`src/rtl/alu_sequencer_if.sv`:
```
// alu_sequencer_if: instruction, load, debug and ALU-facing signals of the sequencer
interface alu_sequencer_if #(
    parameter int WIDTH     = 4,
    parameter int SEL_WIDTH = 5
);
    logic                 instr_valid;
    logic                 instr_ready;
    logic [SEL_WIDTH-1:0] instr_sel;
    logic                 instr_cin;
    logic [1:0]           instr_rd;
    logic [1:0]           instr_rs1;
    logic [1:0]           instr_rs2;
    logic                 load_en;
    logic [1:0]           load_addr;
    logic [WIDTH-1:0]     load_data;
    logic [WIDTH-1:0]     alu_a;
    logic [WIDTH-1:0]     alu_b;
    logic                 alu_c_in;
    logic [SEL_WIDTH-1:0] alu_select;
    logic [WIDTH-1:0]     alu_y;
    logic [WIDTH-1:0]     result;
    logic                 zero;
    logic                 done;
    logic                 err;
    logic [1:0]           dbg_addr;
    logic [WIDTH-1:0]     dbg_data;
    modport master (
        output instr_valid, instr_sel, instr_cin, instr_rd, instr_rs1, instr_rs2,
               load_en, load_addr, load_data, alu_y, dbg_addr,
        input  instr_ready, alu_a, alu_b, alu_c_in, alu_select, result, zero, done, err, dbg_data
    );
    modport slave (
        input  instr_valid, instr_sel, instr_cin, instr_rd, instr_rs1, instr_rs2,
               load_en, load_addr, load_data, alu_y, dbg_addr,
        output instr_ready, alu_a, alu_b, alu_c_in, alu_select, result, zero, done, err, dbg_data
    );
endinterface

```
`src/rtl/alu_sequencer.sv`:
```
// alu_sequencer: issues register-file operands to an external ALU and writes its result back
module alu_sequencer #(
    parameter int WIDTH     = 4,
    parameter int SEL_WIDTH = 5
) (
    input logic           clk,
    input logic           rst,
    alu_sequencer_if.slave io_bus
);
    typedef enum logic [1:0] {IDLE, EXEC, WB} state_t;
    state_t               r_state;
    state_t               w_next;
    logic [WIDTH-1:0]     r_regs [4];
    logic [1:0]           r_rd;
    logic [WIDTH-1:0]     r_alu_a;
    logic [WIDTH-1:0]     r_alu_b;
    logic                 r_alu_c_in;
    logic [SEL_WIDTH-1:0] r_alu_select;
    logic [WIDTH-1:0]     r_result;
    logic                 r_zero;
    logic                 r_done;
    logic                 r_err;
    logic                 w_accept;
    logic                 w_legal;
    logic                 w_issue;
    assign io_bus.instr_ready = (r_state == IDLE) & ~rst;
    assign w_accept = io_bus.instr_valid & io_bus.instr_ready;
    assign w_legal  = (io_bus.instr_sel <= SEL_WIDTH'(8)) | (io_bus.instr_sel == SEL_WIDTH'(16)) |
                      (io_bus.instr_sel == SEL_WIDTH'(24)) | (io_bus.instr_sel == SEL_WIDTH'(25));
    assign w_issue  = w_accept & w_legal;
    always_comb begin
        w_next = IDLE;
        w_next = (r_state == IDLE) ? (w_issue ? EXEC : IDLE) : (r_state == EXEC) ? WB : IDLE;
    end
    always_ff @(posedge clk) begin
        if (rst) r_state <= IDLE;
        else     r_state <= w_next;
    end
    // Nonblocking writes let an accept on the same edge as a load read the pre-load value
    always_ff @(posedge clk) begin
        if (rst) begin
            r_regs       <= '{default: '0};
            r_rd         <= '0;
            r_alu_a      <= '0;
            r_alu_b      <= '0;
            r_alu_c_in   <= 1'b0;
            r_alu_select <= '0;
            r_result     <= '0;
            r_zero       <= 1'b0;
            r_done       <= 1'b0;
            r_err        <= 1'b0;
        end else begin
            r_done <= 1'b0;
            r_err  <= w_accept & ~w_legal;
            if (r_state == IDLE && io_bus.load_en) r_regs[io_bus.load_addr] <= io_bus.load_data;
            if (w_issue) begin
                r_alu_a      <= r_regs[io_bus.instr_rs1];
                r_alu_b      <= r_regs[io_bus.instr_rs2];
                r_alu_c_in   <= io_bus.instr_cin;
                r_alu_select <= io_bus.instr_sel;
                r_rd         <= io_bus.instr_rd;
            end
            if (r_state == EXEC) r_result <= io_bus.alu_y;
            if (r_state == WB) begin
                r_regs[r_rd] <= r_result;
                r_zero       <= (r_result == '0);
                r_done       <= 1'b1;
            end
        end
    end
    assign io_bus.alu_a      = r_alu_a;
    assign io_bus.alu_b      = r_alu_b;
    assign io_bus.alu_c_in   = r_alu_c_in;
    assign io_bus.alu_select = r_alu_select;
    assign io_bus.result     = r_result;
    assign io_bus.zero       = r_zero;
    assign io_bus.done       = r_done;
    assign io_bus.err        = r_err;
    assign io_bus.dbg_data   = r_regs[io_bus.dbg_addr];
endmodule
```
`src/flat_wrapper.sv`:
```
// flat-port wrapper written by rule: the top's interface ports become plain ports
module alu_sequencer_flat 
#(
    parameter int WIDTH     = 4,
    parameter int SEL_WIDTH = 5
)
  (clk, rst, io_bus_instr_valid, io_bus_instr_sel, io_bus_instr_cin, io_bus_instr_rd, io_bus_instr_rs1, io_bus_instr_rs2, io_bus_load_en, io_bus_load_addr, io_bus_load_data, io_bus_alu_y, io_bus_dbg_addr, io_bus_instr_ready, io_bus_alu_a, io_bus_alu_b, io_bus_alu_c_in, io_bus_alu_select, io_bus_result, io_bus_zero, io_bus_done, io_bus_err, io_bus_dbg_data);
  alu_sequencer_if #(.WIDTH(WIDTH), .SEL_WIDTH(SEL_WIDTH)) io_bus_i ();
  input logic clk;
  input logic rst;
  input wire logic [$bits(io_bus_i.instr_valid)-1:0] io_bus_instr_valid;
  input wire logic [$bits(io_bus_i.instr_sel)-1:0] io_bus_instr_sel;
  input wire logic [$bits(io_bus_i.instr_cin)-1:0] io_bus_instr_cin;
  input wire logic [$bits(io_bus_i.instr_rd)-1:0] io_bus_instr_rd;
  input wire logic [$bits(io_bus_i.instr_rs1)-1:0] io_bus_instr_rs1;
  input wire logic [$bits(io_bus_i.instr_rs2)-1:0] io_bus_instr_rs2;
  input wire logic [$bits(io_bus_i.load_en)-1:0] io_bus_load_en;
  input wire logic [$bits(io_bus_i.load_addr)-1:0] io_bus_load_addr;
  input wire logic [$bits(io_bus_i.load_data)-1:0] io_bus_load_data;
  input wire logic [$bits(io_bus_i.alu_y)-1:0] io_bus_alu_y;
  input wire logic [$bits(io_bus_i.dbg_addr)-1:0] io_bus_dbg_addr;
  output wire logic [$bits(io_bus_i.instr_ready)-1:0] io_bus_instr_ready;
  output wire logic [$bits(io_bus_i.alu_a)-1:0] io_bus_alu_a;
  output wire logic [$bits(io_bus_i.alu_b)-1:0] io_bus_alu_b;
  output wire logic [$bits(io_bus_i.alu_c_in)-1:0] io_bus_alu_c_in;
  output wire logic [$bits(io_bus_i.alu_select)-1:0] io_bus_alu_select;
  output wire logic [$bits(io_bus_i.result)-1:0] io_bus_result;
  output wire logic [$bits(io_bus_i.zero)-1:0] io_bus_zero;
  output wire logic [$bits(io_bus_i.done)-1:0] io_bus_done;
  output wire logic [$bits(io_bus_i.err)-1:0] io_bus_err;
  output wire logic [$bits(io_bus_i.dbg_data)-1:0] io_bus_dbg_data;
  assign io_bus_i.instr_valid = io_bus_instr_valid;
  assign io_bus_i.instr_sel = io_bus_instr_sel;
  assign io_bus_i.instr_cin = io_bus_instr_cin;
  assign io_bus_i.instr_rd = io_bus_instr_rd;
  assign io_bus_i.instr_rs1 = io_bus_instr_rs1;
  assign io_bus_i.instr_rs2 = io_bus_instr_rs2;
  assign io_bus_i.load_en = io_bus_load_en;
  assign io_bus_i.load_addr = io_bus_load_addr;
  assign io_bus_i.load_data = io_bus_load_data;
  assign io_bus_i.alu_y = io_bus_alu_y;
  assign io_bus_i.dbg_addr = io_bus_dbg_addr;
  assign io_bus_instr_ready = io_bus_i.instr_ready;
  assign io_bus_alu_a = io_bus_i.alu_a;
  assign io_bus_alu_b = io_bus_i.alu_b;
  assign io_bus_alu_c_in = io_bus_i.alu_c_in;
  assign io_bus_alu_select = io_bus_i.alu_select;
  assign io_bus_result = io_bus_i.result;
  assign io_bus_zero = io_bus_i.zero;
  assign io_bus_done = io_bus_i.done;
  assign io_bus_err = io_bus_i.err;
  assign io_bus_dbg_data = io_bus_i.dbg_data;
  alu_sequencer #(.WIDTH(WIDTH), .SEL_WIDTH(SEL_WIDTH)) u_core (.clk(clk), .rst(rst), .io_bus(io_bus_i));
endmodule
```
`config.mk`:
```
export PLATFORM = sky130hd
export DESIGN_NAME = alu_sequencer_flat
export DESIGN_NICKNAME = d
export VERILOG_FILES = /design/src/rtl/alu_sequencer_if.sv /design/src/rtl/alu_sequencer.sv /design/src/flat_wrapper.sv
export SDC_FILE = /design/constraint.sdc
export NUM_CORES = 1
export LEC_CHECK = 0
export CAP_MARGIN = 20
export CORE_MARGIN = 2
export CORE_UTILIZATION = 51
export DETAILED_ROUTE_END_ITERATION = 16
export PLACE_DENSITY_LB_ADDON = 0.08
export SLEW_MARGIN = 30
export SYNTH_ARGS = -nofsm -noshare
export SYNTH_HDL_FRONTEND = slang
export SYNTH_SLANG_ARGS = --single-unit
```
`constraint.sdc`:
```
create_clock -name clk -period 2.8 [get_ports clk]
set_input_delay 0.28 -clock clk [delete_from_list [all_inputs] [get_ports clk]]
set_output_delay 0.28 -clock clk [all_outputs]
set_load 0.02 [all_outputs]
```
After elaboration in Yosys (flattened, before gate mapping). Cells that the tools add are included. W data, S select, Z words.

Memories kept: 0. Bits in read-only memories: 0. RAM bits: 0. Logic and storage cells: 68. Output and inout bits: 26. Bits in latches: 0. Bits in registers: 41.

Shifts and indexed selects: 0. Divide/modulo/power cells: 0. $lt $le $gt $ge: 8. Muxes and demuxes: 22. Bitwise logic cells: 14. Eq/ne operators: 5. Reductions and logical operators: 5. Multipliers: 0. $add $sub $neg: 0.

Operators with widths (number): $mux W16 (3); $bwmux W16 (2); $mux W4 (8); $bmux W4 S2 (3); $demux W4 S2 (2); $eq A5 B5 Y1 const B (3); $ge A3 B3 Y1 const B (5); $not A2 Y3 (5); $lt A3 B1 Y1 const B (2); $le A5 B4 Y1 const B (1); $and A1 B1 Y1 (4); $logic_not A4 Y1 (1); $mux W2 (2); $logic_and A1 B1 Y1 (3); $or A1 B1 Y1 (3); $eq A2 B1 Y1 const B (1); $eq A2 B2 Y1 const B (1); $logic_not A2 Y1 (1); $mux W1 (2); $not A1 Y1 (2).

Logic depth before layout (Yosys ltp). Gate-level depths: netlist (run 1).

Depth in word-level cells: 10. Depth in mapped cells: 6. Mapped depth without buffers: 4.

Worst setup path before layout (run 1). No wires, ideal clock.

Path type: register to register. Start point: register u_core.r_state[1]. End point: register u_core.r_alu_b[1], in the netlist u_core.io_bus.alu_b[1]. Setup slack: 1117 ps. Buffers on the path: 2. Stages on the path, launching flop included: 7. Clock period less this slack: 1683 ps. Required time: 2672 ps. Data arrival time: 1555 ps. Cell sequence: dfxtp_1 or4b_4 a211oi_2 buf_6 buf_12 mux2i_1 nor2_1.

Longest elaborated chain between the ends: 4.

Ends and longest elaborated chain: start: declaration (RTL line alu_sequencer.sv:11) `state_t r_state;`; start signal: assignment (RTL line alu_sequencer.sv:37) `else r_state <= w_next;`; $logic_not A2 Y1 (RTL line alu_sequencer.sv:26) `assign io_bus.instr_ready = (r_state == IDLE) & ~rst;`; $and A1 B1 Y1 (RTL line alu_sequencer.sv:26); $and A1 B1 Y1 (RTL line alu_sequencer.sv:27) `assign w_accept = io_bus.instr_valid & io_bus.instr_ready;`; $and A1 B1 Y1 (RTL line alu_sequencer.sv:30) `assign w_issue = w_accept & w_legal;`; end signal: assignment (RTL line alu_sequencer.sv:58) `r_alu_b <= r_regs[io_bus.instr_rs2];`; end: declaration (RTL line alu_sequencer.sv:16) `logic [WIDTH-1:0] r_alu_b;`.

No other way between the ends. A chain may end at the register's enable or synchronous reset.

Final worst setup path (run 1).
Start point: input port io_bus_dbg_addr[0]. End point: output port io_bus_dbg_data[1].

Longest elaborated chain between the ends: 4.

Ends and longest elaborated chain: start: declaration (RTL line flat_wrapper.sv:21) `input wire logic [$bits(io_bus_i.dbg_addr)-1:0] io_bus_dbg_addr;`; $not A2 Y3 (implied by the code) (RTL line alu_sequencer.sv:79) `assign io_bus.dbg_data = r_regs[io_bus.dbg_addr];`; $bmux W4 S2 (RTL line alu_sequencer.sv:79); $mux W4 (implied by the code) (2 in series) (RTL line alu_sequencer.sv:79); end: declaration (RTL line flat_wrapper.sv:31) `output wire logic [$bits(io_bus_i.dbg_data)-1:0] io_bus_dbg_data;`.

No other way between the ends. The select of a mux whose other input is x is not followed.

==> impl_metrics.sql, run 1 <==
INSERT INTO impl_metrics (metric_group, metric, value, unit) VALUES
('sta', 'post-route-min-period', '2.26', 'ns'),
('clock_tree', 'clock_pin_slew_of_the_registers_on_the_worst_case_setup_and_hold_paths', '0.08', 'ns'),
('clock_tree', 'cts_root_buf', 'clkbuf_8', ''),
('routing', 'routed-via-count', '1667', ''),
('sta', 'transition_time_at_the_pin_with_the_least_slew_margin', '0.611', 'ns'),
('placement', 'dp.final_hpwl', '3540', 'um'),
('setup_path', 'cp_slowest_cell', 'clkdlybuf4s50_1', ''),
('setup_path', 'crit_path_max_fanout', '4', ''),
('clock_tree', 'post_cts_gate_resize_count', '0', ''),
('sta', 'finalClockSkew', '0.00958', 'ns'),
('synth', 'synth_top_area_share', '42.1', '%'),
('setup_path', 'most_used_cell_cp', 'clkdlybuf4s50_1', ''),
('setup_path', 'reg2reg_depth', '5', ''),
('layout', 'fin_nets', '271', ''),
('sta', 'unrepaired_setup_endpoints_after_global_routing', 'false', ''),
('routing', 'viasPerCell', '5.71', ''),
('routing', 'post-route-drc-count', '0', ''),
('layout', 'n_antenna_cell', '0', ''),
('worst_hold_path', 'worst_hold_path.num_cells', '2', ''),
('synth', 'netlist-cell-type-count', '28', ''),
('sta', 'final_cycle_utilization_of_the_critical_path', '80.7', '%'),
('global_routing', 'antenna_found_initial', '0', ''),
('synth', 'synth_top_flop_cell', 'dfxtp_1', ''),
('global_routing', 'grt_start_max_net_pins', '41', ''),
('global_routing', 'first_global_vias', '1668', ''),
('setup_path', 'cp-startpoint', 'io_bus_dbg_addr[0]', ''),
('global_routing', 'track_usage', '23.7', '%'),
('floorplanning', 'num_rows', '22', ''),
('synth', 'synth.ff_latch_count', '41', ''),
('setup_path', 'critPathArrivalTime', '1.98', 'ns'),
('power_and_ir_drop', 'static-leakage-power', '0.970', 'nW'),
('worst_hold_path', 'hold_path_class', 'reg2reg', ''),
('synth', 'synth.area.top_cells', 'dfxtp_1, mux2i_1, mux4_2', ''),
('floorplanning', 'initial_core_util', '53.2', '%'),
('setup_path', 'worstSetupPathType', 'in2out', ''),
('sta', 'slew_viol_final', '0', ''),
('setup_path', 'worstSetupEndpoint', 'io_bus_dbg_data[1]', ''),
('clock_tree', 'cts.repair_timing.setup_buffer_count', '0', ''),
('routing', 'route.antenna.remaining_nets', '0', ''),
('setup_path', 'rr_startpoint', 'u_core.r_state[1]', ''),
('floorplanning', 'floorplan.core_area', '3660', 'um^2'),
('sta', 'final_critical_path_setup_slack', '0.542', 'ns'),
('power_and_ir_drop', 'power-per-cell-area', '523', 'nW/um^2'),
('synth', 'synthCells', '189', ''),
('setup_path', 'path_cells', 'clkdlybuf4s50_1 > mux4_2 > clkdlybuf4s50_1', ''),
('setup_path', 'r2r_end', 'u_core.io_bus.alu_a[2]', ''),
('floorplanning', 'num_io_pins', '54', ''),
('power_and_ir_drop', 'peakVddDrop', '0.345', 'mV'),
('layout', 'layout_commonest_cell', 'clkdlybuf4s50_1', ''),
('synth', 'synth_area', '1950', 'um^2'),
('floorplanning', 'die_y', '65.8', 'um'),
('clock_tree', 'numClockSinks', '41', ''),
('synth', 'syn_nets', '217', ''),
('clock_tree', 'number_of_buffers_created_by_cts', '5', ''),
('sta', 'final-setup-viol-count', '0', ''),
('placement', 'port_buffer_count', '53', ''),
('clock_tree', 'clock_path_buffers', '2', ''),
('floorplanning', 'dieArea', '4330', 'um^2'),
('clock_tree', 'post_cts_hold_buffer_count', '0', ''),
('global_routing', 'grt_remaining_overflow', '0', ''),
('sta', 'final_hold_viol_count', '0', ''),
('synth', 'synth_enable_flop_cells', '0', ''),
('clock_tree', 'tritoncts', 'yes', ''),
('job', 'timing.max_cap.violations', '0', ''),
('setup_path', 'ff_to_ff_setup_slack', '0.95', 'ns'),
('synth', 'ys_seq_area_share', '42.1', '%'),
('status', 'status', 'completed', ''),
('routing', 'drtIter0Drc', '83', ''),
('synth', 'post_synth.cell_area_avg', '10.3', 'um^2'),
('sta', 'worst_slew_margin_rel', '58.7', '%'),
('placement', 'routabilityCongestion', '0.832', '');
==> per-layer routing <==
metal  wire length (um)  global-route usage [%]  vias to the layer above
met5                  0                       0                        -
met4                 60                    9.64                        0
met3                296                    4.43                        7
met2               2340                    41.0                       64
met1               2010                    28.9                      790
li1                   -                       -                      806
==> logic make-up (layout without fill, tap and decap cells) <==
kind of cell	count (synthesis)	in the layout	synth area share [%]
flops	41	41	42.1
mux	40	40	28.2
compound gates	12	12	4.81
buf+inv	8	63	2.76
xor+xnor	1	1	0.449
simple gates	87	87	21.6
==> cell type report <==
cell class	instances	area (um^2)
clock inverter	3	68.8
sequential	41	821
tap	48	60.1
multi-input combinational	140	1080
fill	292	1010
timing repair buffer	55	546
clock buffer	5	68.8
==> flip-flops by register name (all words and copies together) (netlist names) <==
name	flops
u_core.r_rd	2
u_core.r_state	2
u_core.io_bus.alu_select	5
u_core.io_bus.alu_b	4
u_core.io_bus.result	4
u_core.io_bus.alu_c_in	1
u_core.io_bus.alu_a	4
u_core.r_regs	16
u_core.io_bus.err	1
u_core.io_bus.zero	1
u_core.io_bus.done	1
==> Yosys cell counts (2+ instances only) <==
cell type	count
a211oi_1	9
clkbuf_1	6
dfxtp_1	41
mux2i_1	28
mux4_2	12
nand2_1	4
nand3b_1	2
nor2_1	47
nor2b_1	3
nor3_1	11
nor4_1	9
==> worst max-delay path, delay by kind of cell <==
kind,cells,cell delay (ns)
buffers and inverters,2,1.15
muxes,1,0.54
==> how the worst min path moves through the flow <==
stage	start	end	slack, ns
floorplan	io_bus_instr_rd[0]	u_core.r_rd[0]	0.43
finish	u_core.io_bus.zero	u_core.io_bus.zero	0.47
global placement	u_core.io_bus.zero	u_core.io_bus.zero	0.44
detailed placement	u_core.io_bus.zero	u_core.io_bus.zero	0.46
global route	u_core.io_bus.zero	u_core.io_bus.zero	0.49
CTS	u_core.io_bus.zero	u_core.io_bus.zero	0.47
==> report_power, final <==
group,internal [mW],switching [mW],leakage (nW)
Clock,0.359,0.212,0.0687
Combinational,0.106,0.0821,0.568
Sequential,0.603,0.0227,0.333
==> stage by stage <==
stage / cells / utilization [%] / power (mW) / hold slack, ns / area (um^2)
6_report: 292 / 72.3 / 1.38 / 0.467 / 2650
5_1_grt: 292 / 72.3 / 1.43 / 0.492 / 2650
4_1_cts: 292 / 72.3 / 1.39 / 0.467 / 2650
3_5_place_dp: 284 / 68.5 / 0.826 / 0.458 / 2510
3_3_place_gp: 284 / 68.5 / 0.818 / 0.443 / 2510
2_1_floorplan: 189 / - / 0.733 / 0.427 / 1950
Power figures use the tool's default switching activity.
==> inputs of run 2 (changes only) <==
Settings changed: CORE_UTILIZATION 51 to 43.
Clock period 2.8 ns to 2.07 ns, I/O delays scaled along.
==> run 2 against run 1 <==
  * Via count shrank 1.3%
  * Total power up 24%
  * Clock power is 8.1% higher
  * Non-clock buffer count increased by 3
  * Count of clock-buffer cells in the layout did not move
  * Clock skew is 0.0019 ns lower
  * First-iteration DRC count shrank 27%
  * Combinational power increased by 37%
  * Largest power group unchanged
==> impl_metrics.sql, run 2 (synthesis results as in run 1) <==
INSERT INTO impl_metrics (metric_group, metric, value, unit) VALUES
('clock_tree', 'cts_root_buf', 'clkbuf_8', ''),
('routing', 'drt_pre_antenna_iters', '4', ''),
('sta', 'worst_slew_margin_rel', '65.7', '%'),
('layout', 'final.fill_count', '360', ''),
('sta', 'unrepaired_setup_endpoints_after_global_routing', 'false', ''),
('floorplanning', 'initial_core_util', '44.8', '%'),
('setup_path', 'critPathArrivalTime', '1.66', 'ns'),
('clock_tree', 'cts.repair_timing.setup_buffer_count', '0', ''),
('routing', 'drtIter0Drc', '61', ''),
('setup_path', 'worstSetupPathType', 'in2out', ''),
('worst_hold_path', 'worst_hold_path.num_cells', '2', ''),
('global_routing', 'grt_remaining_overflow', '0', ''),
('floorplanning', 'num_rows', '24', ''),
('sta', 'setup_tns', '0', 'ns'),
('placement', 'dpl_worst_slack', '-0.0275', 'ns'),
('setup_path', 'reg2reg_depth', '5', ''),
('routing', 'finalWirelength', '4700', 'um'),
('global_routing', 'grt_use_met2', '32.5', '%'),
('clock_tree', 'clock_path_buffers', '2', ''),
('sta', 'final_critical_path_setup_slack', '0.207', 'ns'),
('clock_tree', 'worst_skew_pair.late_latency', '0.29', 'ns'),
('worst_hold_path', 'hold_path_startpoint', 'u_core.io_bus.zero', ''),
('placement', 'routabilityCongestion', '0.895', ''),
('status', 'status', 'completed', ''),
('layout', 'number_of_flip_flops_under_the_largest_register_name', '16', ''),
('placement', 'port_buffer_count', '53', ''),
('floorplanning', 'die_y', '71.3', 'um'),
('setup_path', 'ff_to_ff_setup_slack', '0.30', 'ns'),
('clock_tree', 'numClockSinks', '41', ''),
('layout', 'syn_to_final_growth', '36.0', '%'),
('floorplanning', 'die_w', '71.3', 'um'),
('global_routing', 'grt_first_pass_wirelength', '7780', 'um'),
('routing', 'viasPerCell', '5.52', ''),
('global_routing', 'first_global_vias', '1666', ''),
('setup_path', 'rr_startpoint', 'u_core.r_state[0]', ''),
('setup_path', 'cp_data_required_time', '1.86', 'ns'),
('setup_path', 'r2r_end', 'u_core.io_bus.alu_b[1]', ''),
('global_routing', 'track_usage', '19.5', '%'),
('sta', 'transition_time_at_the_pin_with_the_least_slew_margin', '0.513', 'ns'),
('routing', 'route.antenna.remaining_nets', '0', ''),
('global_routing', 'antenna_found_initial', '0', ''),
('global_routing', 'grt.busiest_layer', 'met2', ''),
('clock_tree', 'tritoncts', 'yes', ''),
('job', 'timing.max_cap.violations', '0', ''),
('routing', 'routed_wire_length_per_instance', '15.8', 'um'),
('setup_path', 'path_cells', 'clkdlybuf4s50_1 > mux4_2 > dlygate4sd2_1', ''),
('routing', 'routed-via-count', '1645', ''),
('sta', 'finalClockSkew', '0.00767', 'ns'),
('setup_path', 'critPathMaxStageDelay', '0.59', 'ns'),
('layout', 'layout_common_cells', 'clkdlybuf4s50_1, nor2_1, dfxtp_1', ''),
('global_routing', 'met1_usage', '24.4', '%'),
('sta', 'final_hold_viol_count', '0', ''),
('sta', 'achievable-frequency', '537', 'MHz'),
('setup_path', 'worstSetupStartpointType', 'primary input', ''),
('layout', 'n_antenna_cell', '0', ''),
('worst_hold_path', 'holdPathEnd', 'u_core.io_bus.zero', ''),
('worst_hold_path', 'hold_path_class', 'reg2reg', ''),
('routing', 'post-route-drc-count', '0', ''),
('placement', 'dp.final_hpwl', '3580', 'um'),
('floorplanning', 'floorplan.core_area', '4350', 'um^2'),
('layout', 'fin_nets', '274', ''),
('global_routing', 'grt.met3_usage', '5.20', '%'),
('setup_path', 'cp_slowest_cell', 'clkdlybuf4s50_1', ''),
('sta', 'post-route-min-period', '1.86', 'ns'),
('sta', 'final-setup-viol-count', '0', ''),
('floorplanning', 'num_io_pins', '54', ''),
('layout', 'registers.top_by_ff_count', 'u_core.r_regs', ''),
('clock_tree', 'clock_tree.htree_level_count', '2', ''),
('sta', 'final_cycle_utilization_of_the_critical_path', '90.0', '%'),
('global_routing', 'grt_start_max_net_pins', '40', ''),
('clock_tree', 'clock_pin_slew_of_the_registers_on_the_worst_case_setup_and_hold_paths', '0.07', 'ns'),
('power_and_ir_drop', 'total_power', '1.72', 'mW'),
('layout', 'layout_commonest_cell', 'clkdlybuf4s50_1', ''),
('sta', 'slew_viol_final', '0', ''),
('power_and_ir_drop', 'peakVddDrop', '0.408', 'mV'),
('power_and_ir_drop', 'power-per-cell-area', '649', 'nW/um^2'),
('power_and_ir_drop', 'static-leakage-power', '1.00', 'nW'),
('setup_path', 'crit_path_max_fanout', '4', ''),
('floorplanning', 'dieArea', '5090', 'um^2'),
('setup_path', 'cp-end-kind', 'output port', ''),
('clock_tree', 'number_of_buffers_created_by_cts', '5', ''),
('layout', 'layout-drive-gt1-share', '10.6', '%');
## run 2: changes by cell type in the layout (fill, tap and decap cells not counted)
cell | previous run | this run
buf_12 | 0 | 1
clkdlybuf4s50_1 | 53 | 49
dlygate4sd2_1 | 0 | 3
clkinv_2 | 0 | 1
buf_4 | 2 | 4
inv_6 | 1 | 0
bufinv_16 | 2 | 1
dlymetal6s2s_1 | 0 | 1
## run 2: worst max-delay path by stage
stage,slack [ns],cells past startpoint,from,end
global placement,-0.03,3,io_bus_dbg_addr[0],io_bus_dbg_data[1]
global route,0.14,3,io_bus_dbg_addr[0],io_bus_dbg_data[2]
finish,0.21,3,io_bus_dbg_addr[0],io_bus_dbg_data[0]
CTS,0.05,3,io_bus_dbg_addr[1],io_bus_dbg_data[3]
floorplan,0.39,6,u_core.r_state[1],u_core.io_bus.alu_c_in
detailed placement,-0.03,3,io_bus_dbg_addr[0],io_bus_dbg_data[0]
## run 2: routing by layer
metal  part of all wire, %  vias up
met3                   6.2       10
met4                   2.0        0
met2                    48       60
li1                      -      811
met5                     0        -
met1                    43      764
## run 2: worst max-delay path, delay by kind of cell
family / cells / cell delay, ns
buf+inv: 2 / 0.92
mux: 1 / 0.52
## run 2: what timing repair did
action / CTS / global route
hold buffers: 0 / 0
resized for setup: 3 / 1
endpoints found under the setup margin: 3 / 1
## run 2: area by class of cell
cell class | instances | area (um^2) | share of cell area [%]
repair buffers | 58 | 579 | 21.8
flip-flops and latches | 41 | 821 | 31.0
well taps | 52 | 65.1 | 2.45
clock inverters | 2 | 35.0 | 1.32
multi-input cells | 140 | 1080 | 40.8
clock buffers | 5 | 68.8 | 2.60
## run 2: power by group
| group | leakage, nW | switching (mW) | internal, mW | total [mW] |
|---|---|---|---|---|
| Sequential | 0.333 | 0.0298 | 0.815 | 0.845 |
| Clock | 0.0540 | 0.267 | 0.350 | 0.617 |
| Combinational | 0.616 | 0.112 | 0.146 | 0.258 |
| Total | 1.00 | 0.409 | 1.31 | 1.72 |
## run 2: per-stage QoR
step | area (um^2) | util (%) | cells | hold slack, ns
final | 2650 | 60.9 | 298 | 0.468
after global placement | 2550 | 58.5 | 291 | 0.449
after global routing | 2650 | 60.9 | 298 | 0.504
after detailed placement | 2550 | 58.5 | 291 | 0.460
after floorplan | 1950 | - | 189 | 0.354
after CTS | 2650 | 60.8 | 298 | 0.471
